File: src/rtl/regfile_arbiter.sv
// Two-requester arbiter in front of a 2-read/1-write register file.
// Alternates under contention, supports bounded ownership locks, and flags forced releases.
module regfile_arbiter #(
    parameter int DW       = 16,
    parameter int AW       = 3,
    parameter int LOCK_MAX = 8
) (
    input  logic          clk,
    input  logic          reset,
    input  logic          req0,
    input  logic          req1,
    input  logic          wr0,
    input  logic          wr1,
    input  logic          lock0,
    input  logic          lock1,
    input  logic [AW-1:0] rx0,
    input  logic [AW-1:0] ry0,
    input  logic [AW-1:0] wa0,
    input  logic [AW-1:0] rx1,
    input  logic [AW-1:0] ry1,
    input  logic [AW-1:0] wa1,
    input  logic [DW-1:0] wd0,
    input  logic [DW-1:0] wd1,
    output logic          gnt0,
    output logic          gnt1,
    output logic          rvalid0,
    output logic          rvalid1,
    output logic [DW-1:0] rdx,
    output logic [DW-1:0] rdy,
    output logic          lock_err0,
    output logic          lock_err1,
    output logic          rf_wr_en,
    output logic [AW-1:0] rf_rx,
    output logic [AW-1:0] rf_ry,
    output logic [AW-1:0] rf_w_r,
    output logic [DW-1:0] rf_data_in,
    input  logic [DW-1:0] rf_datax,
    input  logic [DW-1:0] rf_datay
);

    localparam int CW = (LOCK_MAX > 1) ? $clog2(LOCK_MAX) : 1;
    localparam logic [CW-1:0] CNT_LAST = CW'(LOCK_MAX - 1);

    typedef enum logic [1:0] {ARB, LOCK0, LOCK1} state_t;

    state_t        state, state_next;
    logic          last, last_next;
    logic [CW-1:0] cnt, cnt_next;
    logic          err0_next, err1_next;
    logic          lock_sel;

    // The register file registers its reads, so read data passes straight through.
    assign rdx = rf_datax;
    assign rdy = rf_datay;

    always_comb begin
        // NOTE: every combinational output gets a default first so no path leaves one unassigned (no latch).
        gnt0       = 1'b0;
        gnt1       = 1'b0;
        state_next = state;
        cnt_next   = cnt;
        last_next  = last;
        err0_next  = 1'b0;
        err1_next  = 1'b0;

        if (reset) begin
            case (state)
                ARB: begin
                    if (req0 && req1) begin
                        gnt0 = last;
                        gnt1 = !last;
                    end else begin
                        gnt0 = req0;
                        gnt1 = req1;
                    end
                end
                LOCK0:   gnt0 = req0;
                LOCK1:   gnt1 = req1;
                default: ;
            endcase
        end

        lock_sel = gnt1 ? lock1 : lock0;
        if (gnt0 || gnt1) last_next = gnt1;

        case (state)
            ARB: begin
                cnt_next = '0;
                if (gnt0 && lock0)      state_next = LOCK0;
                else if (gnt1 && lock1) state_next = LOCK1;
            end
            LOCK0, LOCK1: begin
                if ((gnt0 || gnt1) && !lock_sel) begin
                    state_next = ARB;
                    cnt_next   = '0;
                end else if (cnt == CNT_LAST) begin
                    // Forced release: a transfer this cycle still completes but cannot re-lock.
                    state_next = ARB;
                    cnt_next   = '0;
                    err0_next  = (state == LOCK0);
                    err1_next  = (state == LOCK1);
                end else begin
                    cnt_next = cnt + 1'b1;
                end
            end
            default: state_next = ARB;
        endcase
    end

    always_comb begin
        rf_wr_en   = 1'b0;
        rf_rx      = '0;
        rf_ry      = '0;
        rf_w_r     = '0;
        rf_data_in = '0;
        if (gnt0) begin
            rf_wr_en   = wr0;
            rf_rx      = rx0;
            rf_ry      = ry0;
            rf_w_r     = wa0;
            rf_data_in = wd0;
        end else if (gnt1) begin
            rf_wr_en   = wr1;
            rf_rx      = rx1;
            rf_ry      = ry1;
            rf_w_r     = wa1;
            rf_data_in = wd1;
        end
    end

    // last resets to 1 so requester 0 wins the first contention.
    always_ff @(posedge clk or negedge reset) begin
        if (!reset) begin
            state     <= ARB;
            last      <= 1'b1;
            cnt       <= '0;
            rvalid0   <= 1'b0;
            rvalid1   <= 1'b0;
            lock_err0 <= 1'b0;
            lock_err1 <= 1'b0;
        end else begin
            // NOTE: sequential state uses non-blocking assignments so every register samples pre-edge values.
            state     <= state_next;
            last      <= last_next;
            cnt       <= cnt_next;
            rvalid0   <= gnt0;
            rvalid1   <= gnt1;
            lock_err0 <= err0_next;
            lock_err1 <= err1_next;
        end
    end

endmodule

File: config.mk
export PLATFORM = sky130hd
export DESIGN_NAME = regfile_arbiter
export DESIGN_NICKNAME = d
export VERILOG_FILES = /design/src/rtl/regfile_arbiter.sv
export SDC_FILE = /design/constraint.sdc
export NUM_CORES = 1
export LEC_CHECK = 0
export CORE_UTILIZATION = 27
export DETAILED_ROUTE_END_ITERATION = 8
export PLACE_DENSITY = 0.87
export SYNTH_ARGS = -nofsm -noshare
export SYNTH_HDL_FRONTEND = slang
export SYNTH_SLANG_ARGS = --single-unit
File: constraint.sdc
create_clock -name clk -period 2.7 [get_ports clk]
set_input_delay 0.27 -clock clk [delete_from_list [all_inputs] [get_ports clk]]
set_output_delay 0.27 -clock clk [all_outputs]
set_load 0.01 [all_outputs]
* Yosys cells after proc, flatten, opt, wreduce, memory -nomap -nowiden
Cells that the tools add are included.
Word-level totals: RAM bits 0, latch bits 0, memories kept 0, bits in registers 10, output and inout bits 64, bits in read-only memories 0, input port bits 90, logic and storage cells 55
Cells by class: eq/ne operators 5, shifts and indexed selects 0, order comparisons 0, reductions and logical operators 11, multiplexer cells 31, bitwise gates (word level) 0, divide/modulo/power cells 0, $add $sub $neg 1, multiply operators 0
Operators with widths (count):
- 16-bit two-way mux | 2
- 3-bit two-way mux | 8
- 1-bit two-way mux | 13
- 2-bit two-way mux | 4
- 3-bit != test, second input constant | 2
- 3-bit case mux with 2 select lines | 1
- 1-bit logical AND | 4
- 1-bit case mux with 2 select lines | 2
- 2-bit case mux with 2 select lines | 1
- 3-bit by 1-bit adder with 3-bit output, second input constant | 1
- 3-bit equality test, second input constant | 1
- 2-bit by 1-bit equality test with 1-bit output, second input constant | 1
- 2-bit equality test, second input constant | 1
- 1-bit logical NOT | 2
- 2-bit logical NOT | 1
- 2-bit AND reduction | 1
- 2-bit nonzero test | 1
- 2-bit OR reduction | 1
- 1-bit logical OR | 1

* Longest topological paths before layout
word-level depth 9, mapped depth 7, depth with buffers taken out 6

* Worst setup path after synthesis
OpenSTA, ideal clock, no wires.
kind register -> output, from register state[0], to output port rf_data_in[10], cell stages (with the launch flop) 8, data required time 2.430 ns, path buffers 1, arrival time 1.710 ns, slack 0.720 ns, cell sequence dfrtp_1 > inv_1 > ha_1 > a21bo_4 > a21o_4 > nor2_4 > buf_2 > a22o_1
Between the ends: word-level cells in the longest chain between the ends 5, elaborated cells on any way between the ends 9, those cells by class 2 x eq/ne; 6 x mux; 1 x reduce/logical
Ends and longest elaborated chain:
- from (decl) | line 46 | state_t state, state_next;
- from (signal assigned) | line 143 | state <= state_next;
- 2-bit equality test / 2-bit logical NOT (equally long branches) | line 67 | case (state)
- 1-bit case mux with 2 select lines | line 67
- 1-bit two-way mux | line 66 | if (reset) begin
- 16-bit two-way mux | line 122 | end else if (gnt1) begin
- 16-bit two-way mux * | line 116 | if (gnt0) begin
- to (decl) | line 36 | output logic [DW-1:0] rf_data_in,
Every way passes the cells marked *; elsewhere a longest branch is shown, timed or not.

* Final worst setup path
from register state[0], to output port rf_rx[0]
Between the ends: word-level cells in the longest chain between the ends 5, elaborated cells on any way between the ends 9, those cells by class 2 x eq/ne; 6 x mux; 1 x reduce/logical
Ends and longest elaborated chain:
- 2-bit equality test / 2-bit logical NOT (equally long branches) | line 67
- 1-bit case mux with 2 select lines | line 67
- 1-bit two-way mux | line 66
- 3-bit two-way mux | line 122
- 3-bit two-way mux * | line 116
- to (decl) | line 33 | output logic [AW-1:0] rf_rx,
Marked as above.

==> metrics.csv <==
metric,value,unit
status,"finished, final reports clean",
dpl_worst_slack,169,ps
die_w,67.0,um
first_pass_iters,4,
fin_crit,2620,ps
antenna_found_initial,0,
dp_hpwl,2770,um
cp_max_fo,13,
numPortBuffers,89,
num_vias,1132,
grt_pass1_wl,4690,um
tightest_slew,593,ps
htree_levels,1,
skew,2.11,ps
place_congestion,0.857,
die_h,67.0,um
fmax,382,MHz
synth.distinct_cells,31,
synthToLayoutAreaGrowth,78.1,%
grtUsageTotal,14.0,%
nets,285,
drv_slew,0,
p_leak,1.18,nW
placementRows,23,
power,1.19,mW
cts_root_buffer,clkbuf_8,
final.period_utilization,97.0,%
grt.overflow.total,0,
required,2430,ps
cp-end-kind,output port,
fill_cells,377,
cts.path.max_buffers,2,
coreArea,4030,sq um
viasPerCell,4.78,
ir_worst_vdd,0.000221,V
critical_path.cell_chain,inv_2 -> ha_4 -> a21bo_4 -> a21o_4 -> nor2_4 -> buf_12 -> a22o_1 -> clkdlybuf4s50_1,
clk_latency,230,ps
setup_viol,0,
max_stage_delay,530,ps
start_util,28.3,%
final_cell_mix,"clkdlybuf4s50_1, a22o_1, dlymetal6s2s_1",
syn-cell-area,1140,sq um
maxCapViolCount,0,
reg2reg_from,state[0]$_DFFE_PN0P_,
cts_buffers,3,
dieArea,4490,sq um
grt_pass1_vias,955,
r2r_end,state[0]$_DFFE_PN0P_,
path_class,reg2out,
ys_warn_count,0,
setup_slack,80.5,ps
boundaryPins,154,
grt_max_degree,33,
critPathArrivalTime,2350,ps
postLayoutCoreUtil,50.4,%
path_clk_slew,50,ps
synthesis.nets,222,
wire_per_inst,15.4,um
hold_violations,0,
final_common_cell,clkdlybuf4s50_1,
final_antenna_net_count,0,
totalWireLength,3640,um
max_slew_margin,60.2,%
r2r_slack,750,ps
hold_class,in2async,
remaining_drc_errors,0,
avgSynthCellArea,9.13,sq um
power_density,588,nW/um^2
antenna_cells,0,
cp_slowest_cell,clkdlybuf4s50_1,
cts_tree,done,
start_kind,flop,
drtIter0Drc,52,
synth_seq_cells,10,
cts_num_sinks,10,
layout-drive-gt1-share,12.3,%
reg2reg_depth,6,
yosysSeqAreaShare,22.0,%
syn_inst,125,
[worst max-delay path: cells and delay by family, from the launching register on]
kind,cells,cell delay (ps)
buffers and inverters,3,810
AOI/OAI and AO/OA,3,590
DFF,1,410
adders and majority gates,1,160
and+or+nand+nor,1,130
[sequential cells by signal (all words and copies together), names as in the netlist]
signal     flops
rvalid0        1
lock_err1      1
cnt            3
last           1
state          2
rvalid1        1
lock_err0      1
[Yosys cell counts]
cell | count | share of area [%]
o21ai_0 | 1 | 0.44
nor2_1 | 1 | 0.33
or2_2 | 1 | 0.55
a211oi_1 | 2 | 1.3
a22oi_2 | 1 | 1.1
nor3_1 | 2 | 0.88
o211a_1 | 1 | 0.88
nand2b_1 | 2 | 1.1
ha_1 | 7 | 7.7
nor2b_1 | 1 | 0.55
a22o_1 | 26 | 20
buf_4 | 33 | 22
o31ai_4 | 1 | 1.9
and3_4 | 1 | 0.99
o21ai_1 | 2 | 0.88
a21bo_4 | 1 | 1.4
a21o_4 | 1 | 1.3
a311o_2 | 1 | 0.99
dfstp_2 | 1 | 2.3
a31oi_1 | 1 | 0.55
o41ai_1 | 1 | 0.77
o211ai_2 | 1 | 1.1
nand3_1 | 4 | 1.8
o211ai_1 | 1 | 0.66
nand2_1 | 5 | 1.6
dfrtp_1 | 9 | 20
buf_2 | 4 | 1.8
nor2_4 | 1 | 0.99
o2111ai_1 | 1 | 0.77
inv_1 | 10 | 3.3
o221ai_1 | 1 | 0.77
[logic make-up (layout without fill, tap and decap cells)]
group | after synthesis | after routing | synth area share, %
AOI/OAI and AO/OA | 43 | 43 | 34.8
adders and majority gates | 7 | 7 | 7.68
buffers and inverters | 47 | 109 | 26.8
DFF | 10 | 10 | 22.0
and+or+nand+nor | 18 | 18 | 8.77
[final cells by class]
| class | count | area, sq um | area share, % |
|---|---|---|---|
| clock buffer | 4 | 55.1 | 2.71 |
| inverter | 10 | 37.5 | 1.85 |
| multi-input combinational | 68 | 597 | 29.4 |
| sequential | 10 | 251 | 12.4 |
| tap | 50 | 62.6 | 3.08 |
| timing repair buffer | 95 | 1030 | 50.6 |
[repair_timing]
action,in CTS,in global routing
endpoints found under the setup margin,26,24
gates resized for setup,5,22
cloned,0,1
pin swaps,0,1
hold endpoints to repair,0,0
setup buffers,0,2
hold buffers,0,0
[per-layer routing]
metal	track usage, %	share of wire [%]	vias up
met5	0	0	-
met4	6.38	1.5	0
met3	6.16	13	10
met2	20.3	46	70
met1	17.4	40	502
li1	-	-	550
[per-stage QoR]
stage | cell area (sq um) | hold slack [ps] | cells | TNS (ps)
4_1_cts | 1930 | 459 | 234 | 0
3_3_place_gp | 1870 | 465 | 230 | 0
5_1_grt | 2030 | 464 | 237 | -27.6
6_report | 2030 | 467 | 237 | 0
2_1_floorplan | 1140 | -25.6 | 125 | 0
3_5_place_dp | 1870 | 474 | 230 | 0
[worst max-delay path by stage]
stage / start / cells past startpoint / end / slack, ps
2_1_floorplan: state[0]$_DFFE_PN0P_ / 7 / rf_data_in[10] / 720
3_3_place_gp: req0 / 6 / rf_w_r[0] / 180
3_5_place_dp: state[0]$_DFFE_PN0P_ / 8 / rf_w_r[0] / 170
4_1_cts: state[0]$_DFFE_PN0P_ / 8 / rf_data_in[13] / 3
5_1_grt: state[0]$_DFFE_PN0P_ / 8 / rf_data_in[1] / -10
6_report: state[0]$_DFFE_PN0P_ / 8 / rf_rx[0] / 80
[power by group]
part	switching [mW]	total, mW	internal (mW)	leakage, nW
clock network	0.0567	0.185	0.128	0.0288
logic	0.349	0.790	0.442	1.01
registers	0.0272	0.219	0.192	0.133
Power figures use the tool's default switching activity.
